--- src/rtl/xip_prefetch_engine.sv ---
// Single-line XIP prefetch buffer. It serves AXI4-Lite reads from the buffered line
// when possible; otherwise it fetches a whole line through the QSPI FSM and RX FIFO.
module xip_prefetch_engine #(
    parameter int ADDR_WIDTH = 32,
    parameter int LINE_WORDS = 4
) (
    input  logic                  clk,
    input  logic                  resetn,
    input  logic                  xip_en_i,
    input  logic                  cmd_busy_i,
    input  logic                  flush_i,
    input  logic [7:0]            xip_read_op_i,
    input  logic [1:0]            xip_addr_bytes_i,
    input  logic [1:0]            xip_data_lanes_i,
    input  logic [3:0]            xip_dummy_cycles_i,
    input  logic [2:0]            clk_div_i,
    input  logic [ADDR_WIDTH-1:0] araddr_i,
    input  logic                  arvalid_i,
    output logic                  arready_o,
    output logic [31:0]           rdata_o,
    output logic [1:0]            rresp_o,
    output logic                  rvalid_o,
    input  logic                  rready_i,
    input  logic [31:0]           fifo_rx_data_i,
    input  logic                  fifo_rx_empty_i,
    output logic                  fifo_rx_re_o,
    output logic                  start_o,
    input  logic                  done_i,
    output logic [7:0]            opcode_o,
    output logic [ADDR_WIDTH-1:0] addr_o,
    output logic [31:0]           len_o,
    output logic [1:0]            addr_bytes_o,
    output logic [1:0]            data_lanes_o,
    output logic [3:0]            dummy_cycles_o,
    output logic [31:0]           clk_div_o,
    output logic                  busy_o,
    output logic                  hit_o,
    output logic                  miss_o
);
    localparam int LB = $clog2(LINE_WORDS * 4);
    localparam int IW = LB - 2;
    localparam int CW = $clog2(LINE_WORDS) + 1;
    localparam int TW = ADDR_WIDTH - LB;

    typedef enum logic [1:0] {IDLE = 2'd0, FILL = 2'd1, RESP = 2'd2} state_t;

    state_t          state_reg;
    logic [31:0]     line_mem [LINE_WORDS];
    logic [TW-1:0]   tag_reg;
    logic [IW-1:0]   idx_reg;
    logic            valid_reg;
    logic            flush_pend_reg;
    logic            done_flag_reg;
    logic [CW-1:0]   fill_cnt_reg;
    logic [4:0]      starve_cnt_reg;

    logic [TW-1:0]   ar_tag;
    logic [IW-1:0]   ar_idx;
    logic            ar_fire;
    logic            fill_full;
    logic            starving;
    logic            unused_addr_lsb;

    assign ar_tag          = araddr_i[ADDR_WIDTH-1:LB];
    assign ar_idx          = araddr_i[LB-1:2];
    assign unused_addr_lsb = ^araddr_i[1:0];
    assign arready_o       = (state_reg == IDLE) && xip_en_i && !cmd_busy_i;
    assign ar_fire         = arvalid_i && arready_o;
    assign fill_full       = (fill_cnt_reg == CW'(LINE_WORDS));
    assign fifo_rx_re_o    = (state_reg == FILL) && !fifo_rx_empty_i && !fill_full;
    // Starvation only counts once the flash side has declared itself finished.
    assign starving        = (done_flag_reg || done_i) && !fill_full && fifo_rx_empty_i;
    assign busy_o          = (state_reg != IDLE);

    // Line storage: written only by FIFO pops, no reset needed.
    always_ff @(posedge clk) begin
        if (fifo_rx_re_o)
            line_mem[fill_cnt_reg[IW-1:0]] <= fifo_rx_data_i;
    end

    always_ff @(posedge clk or negedge resetn) begin
        if (!resetn) begin
            state_reg      <= IDLE;
            tag_reg        <= '0;
            idx_reg        <= '0;
            valid_reg      <= 1'b0;
            flush_pend_reg <= 1'b0;
            done_flag_reg  <= 1'b0;
            fill_cnt_reg   <= '0;
            starve_cnt_reg <= '0;
            rdata_o        <= '0;
            rresp_o        <= 2'b00;
            rvalid_o       <= 1'b0;
            start_o        <= 1'b0;
            hit_o          <= 1'b0;
            miss_o         <= 1'b0;
            opcode_o       <= '0;
            addr_o         <= '0;
            len_o          <= '0;
            addr_bytes_o   <= '0;
            data_lanes_o   <= '0;
            dummy_cycles_o <= '0;
            clk_div_o      <= '0;
        end else begin
            start_o <= 1'b0;
            hit_o   <= 1'b0;
            miss_o  <= 1'b0;
            case (state_reg)
                IDLE: begin
                    if (flush_i)
                        valid_reg <= 1'b0;
                    if (ar_fire) begin
                        if (valid_reg && (tag_reg == ar_tag)) begin
                            rdata_o   <= line_mem[ar_idx];
                            rresp_o   <= 2'b00;
                            rvalid_o  <= 1'b1;
                            hit_o     <= 1'b1;
                            state_reg <= RESP;
                        end else begin
                            valid_reg      <= 1'b0;
                            tag_reg        <= ar_tag;
                            idx_reg        <= ar_idx;
                            fill_cnt_reg   <= '0;
                            done_flag_reg  <= 1'b0;
                            flush_pend_reg <= 1'b0;
                            starve_cnt_reg <= '0;
                            opcode_o       <= xip_read_op_i;
                            addr_o         <= {ar_tag, {LB{1'b0}}};
                            len_o          <= 32'(LINE_WORDS * 4);
                            addr_bytes_o   <= xip_addr_bytes_i;
                            data_lanes_o   <= xip_data_lanes_i;
                            dummy_cycles_o <= xip_dummy_cycles_i;
                            clk_div_o      <= {29'd0, clk_div_i};
                            start_o        <= 1'b1;
                            miss_o         <= 1'b1;
                            state_reg      <= FILL;
                        end
                    end
                end
                FILL: begin
                    if (fifo_rx_re_o)
                        fill_cnt_reg <= fill_cnt_reg + 1'b1;
                    if (done_i)
                        done_flag_reg <= 1'b1;
                    if (flush_i)
                        flush_pend_reg <= 1'b1;
                    if (fill_full && done_flag_reg) begin
                        valid_reg <= !(flush_pend_reg || flush_i);
                        rdata_o   <= line_mem[idx_reg];
                        rresp_o   <= 2'b00;
                        rvalid_o  <= 1'b1;
                        state_reg <= RESP;
                    end else if (starving) begin
                        if (starve_cnt_reg == 5'd15) begin
                            rdata_o   <= '0;
                            rresp_o   <= 2'b10;
                            rvalid_o  <= 1'b1;
                            state_reg <= RESP;
                        end else begin
                            starve_cnt_reg <= starve_cnt_reg + 1'b1;
                        end
                    end else begin
                        starve_cnt_reg <= '0;
                    end
                end
                RESP: begin
                    if (flush_i)
                        valid_reg <= 1'b0;
                    if (rready_i) begin
                        rvalid_o  <= 1'b0;
                        state_reg <= IDLE;
                    end
                end
                default: begin
                    rvalid_o  <= 1'b0;
                    state_reg <= IDLE;
                end
            endcase
        end
    end
endmodule

--- config.mk ---
export PLATFORM = sky130hd
export DESIGN_NAME = xip_prefetch_engine
export DESIGN_NICKNAME = d
export VERILOG_FILES = /design/src/rtl/xip_prefetch_engine.sv
export SDC_FILE = /design/constraint.sdc
export NUM_CORES = 1
export LEC_CHECK = 0
export CAP_MARGIN = 20
export CORE_ASPECT_RATIO = 1.2
export CORE_MARGIN = 4
export CORE_UTILIZATION = 58
export DETAILED_ROUTE_END_ITERATION = 8
export DONT_BUFFER_PORTS = 1
export GPL_TIMING_DRIVEN = 0
export PLACE_DENSITY = 0.76
export SLEW_MARGIN = 20
export SYNTH_ARGS = -nofsm -noshare
export SYNTH_HDL_FRONTEND = slang
export SYNTH_SLANG_ARGS = --single-unit
--- constraint.sdc ---
create_clock -name clk -period 2.4 [get_ports clk]
set_input_delay 0.48 -clock clk [delete_from_list [all_inputs] [get_ports clk]]
set_output_delay 0.48 -clock clk [all_outputs]
set_load 0.01 [all_outputs]
==> qor.yml <==
status: "complete, but fails checks"
violations: "hold timing"
wl_mm: 23.03
cts_buffers: 23
fin_area_um2: 12240
drt_iter0_markers: 287
initial_core_util_pct: 59.15
syn_area_um2: 10750
die_x_um: 132.3
place_area_um2: 11280
crit_path_end_kind: "register"
grt_antenna_before_repair: 0
synth.largest_area_cell: "edfxtp_1"
async_reset_ff_share_pct: 43.61
ant_nets: 0
cp-startpoint: "addr_o[31]"
setup_ws_ns: 0.05889
synth_most_common_cell: "edfxtp_1"
r2r-start: "addr_o[31]"
ys.flop_type: "edfxtp_1"
crit_required_ns: 2.78
p_int_w: 0.009430
worst_pin_slew_ns: 0.7019
relSlewSlack_pct: 53.21
rows: 54
num_antenna_cells: 0
cts.sink_count: 227
synth_cells: 651
place.gp.congestion: 0.8175
grt_max_degree: 100
critical_path_class: "reg2reg"
largest_reg_flops: 128
cpMaxStageDelayCell: "dfrtp_2"
path_delay_family: "simple AND/OR/NAND/NOR gates"
final_cells: 984
hold_slack_ns: -0.3243
setup_viol_count_final: 0
p_leak_nw: 4.973
period_share_pct: 97.55
cts_root_buffer: "clkbuf_16"
fill_cells: 1212
drive_above_1_share_pct: 39.34
track_usage_pct: 21.74
drcViolationCount: 0
avgSynthCellArea_um2: 16.51
cts_buffer_depth: 3
rsz0062_at_grt: "true"
clk_latency_ns: 0.51
max-cap-violations: 0
io_pins: 245
fin_worst_skew_ns: 0.01742
critPathLaunchType: "register"
fin_setup_tns_ns: 0
dieArea_um2: 20790
port_buffers: 0
dr.pass1.iters: 4
dp_cells: 939
yosysSeqAreaShare_pct: 58.80
post_drt_wl_per_cell_um: 23.40
clockPowerShare_pct: 27.4
grt_pass1_vias: 6249
maxSlewViolCount: 0
clkTransAtPathRegs_ns: 0.06
comb_power_share_pct: 27.3
hold_path.class: "in2async"
crit_chain: "xnor2_2 -> nand4_1 -> nor4_4 -> nand4_4 -> a21o_1 -> buf_6 -> buf_12 -> mux2_4"
fin_nets: 845
ys.warnings.count: 0
max_stage_delay_ns: 0.47
synthTopCellsByCount: "128 x edfxtp_1, 99 x dfrtp_1, 71 x buf_4, 64 x mux4_2, 52 x mux2_2"
hold_viol: 99
die_height_um: 157.1
coreArea_um2: 18170
area_growth_syn_to_layout_pct: 13.86
grt_overflow_total: 0
vias: 5807
synthTopCellsByArea: "edfxtp_1 36%, dfrtp_1 23%, mux4_2 13%, mux2_2 5.4%, buf_4 5.0%"
grt_pass1_wl_mm: 35.40
p_sw_share_pct: 30.73
cts_tree: "built"
crit_arrival_ns: 2.72
avgViaCountPerCell: 5.901
post-route-util_pct: 67.35
netlist.area_leader.share_pct: 35.75
ys_ff_latch: 227
irDropWorstVdd_uv: 667.8
switchingPower_w: 0.004183
cts.htree.levels: 1
r2r_slack_ns: 0.06
power_density_nw_per_um2: 1112
max_freq_ghz: 0.4271
period_minus_slack_ns: 2.341
synth_edf_count: 128
cp_num_buf_inv: 2
synth_cell_types: 47
pre_cts_slack_ns: -0.7253
hpwl_mm: 15.86
p_seq_share_pct: 45.3
cp_max_fo: 10
final cells by class:
type	instances	area, um2	area share (%)
clock inverters	8	125.1	1.022
clock buffers	34	676.9	5.530
flip-flops and latches	227	6324	51.66
repair buffers	5	37.54	0.3067
plain buffers	100	715.7	5.847
inverters	15	56.30	0.4600
well taps	224	280.3	2.290
multi-input cells	371	4025	32.88
power groups by stage:
stage	Sequential [W]	Combinational (W)	Clock [W]
CTS	0.00618	0.00370	0.00379
detailed placement	0.00624	0.00359	0
global placement	0.00619	0.00347	0
finish	0.00617	0.00372	0.00373
global route	0.00629	0.00404	0.00397
floorplan	0.00594	0.00299	0
layer usage:
metal	vias up	global-route usage [%]	share of wire [%]
met5	-	0	0
met4	0	6.040	2.1
met3	33	7.513	9.5
met2	234	39.41	53
met1	2964	24.70	35
li1	2576	-	-
path summary, 6_finish.rpt:
| kind | cells past startpoint | endpoint |
|---|---|---|
| max | 8 | rdata_o[27] |
| max in group asynchronous | 0 | addr_o[8] |
| min in group clk | 0 | line_mem[3][11] |
| max reg2reg | 8 | rdata_o[27] |
| min reg2reg | 2 | flush_pend_reg |
| min | 0 | addr_o[23] |
cells by family (layout without fill, tap and decap cells):
kind of cell	Yosys count	after routing	share of synthesized area, %
and+or+nand+nor	52	53	2.828
DFF	227	227	58.80
muxes	145	145	22.91
buffers and inverters	118	162	6.948
xor gates and xnor gates	28	28	2.281
other	1	65	0.03488
adders and majority gates	10	10	1.164
AOI/OAI and AO/OA	70	70	5.040
stage by stage:
step | total power, W | hold slack, ns
6_report | 0.01361 | -0.3243
3_3_place_gp | 0.009664 | 0.1869
2_1_floorplan | 0.008924 | 0.1844
5_1_grt | 0.01430 | -0.3619
4_1_cts | 0.01366 | -0.3531
3_5_place_dp | 0.009831 | 0.1870
placed cells by master, fill, tap and decap left out, types with 3 or more instances in the layout:
cell / synthesis / final
edfxtp_1: 128 / 128
dfrtp_1: 99 / 97
buf_4: 71 / 75
conb_1: 1 / 65
mux4_2: 64 / 64
mux2_2: 52 / 52
a22o_1: 32 / 32
mux2_4: 29 / 29
clkbuf_16: 0 / 23
xnor2_1: 24 / 21
inv_1: 15 / 15
clkbuf_1: 20 / 15
nand4_1: 8 / 8
nand2_1: 8 / 7
nor2_1: 8 / 7
buf_2: 6 / 7
ha_1: 10 / 7
a21oi_1: 7 / 6
a31oi_1: 6 / 6
clkbuf_8: 0 / 6
clkbuf_2: 0 / 5
o21ai_0: 5 / 5
and2_4: 0 / 4
xor2_1: 4 / 4
buf_6: 4 / 4
nand3_1: 4 / 4
o2bb2ai_1: 4 / 4
and3_1: 3 / 3
xnor2_2: 0 / 3
nand2b_1: 3 / 3
nor3_1: 4 / 3
a22oi_1: 3 / 3
ha_2: 0 / 3
bufinv_16: 0 / 3
timing repair:
action                                  CTS  global route
setup buffers                             1             4
pin swaps                                 3             4
gates cloned                              1             0
endpoints found under the hold margin    99            99
endpoints found under the setup margin  220           195
resized for setup                        23            19
(Power assumes the default switching activity.)
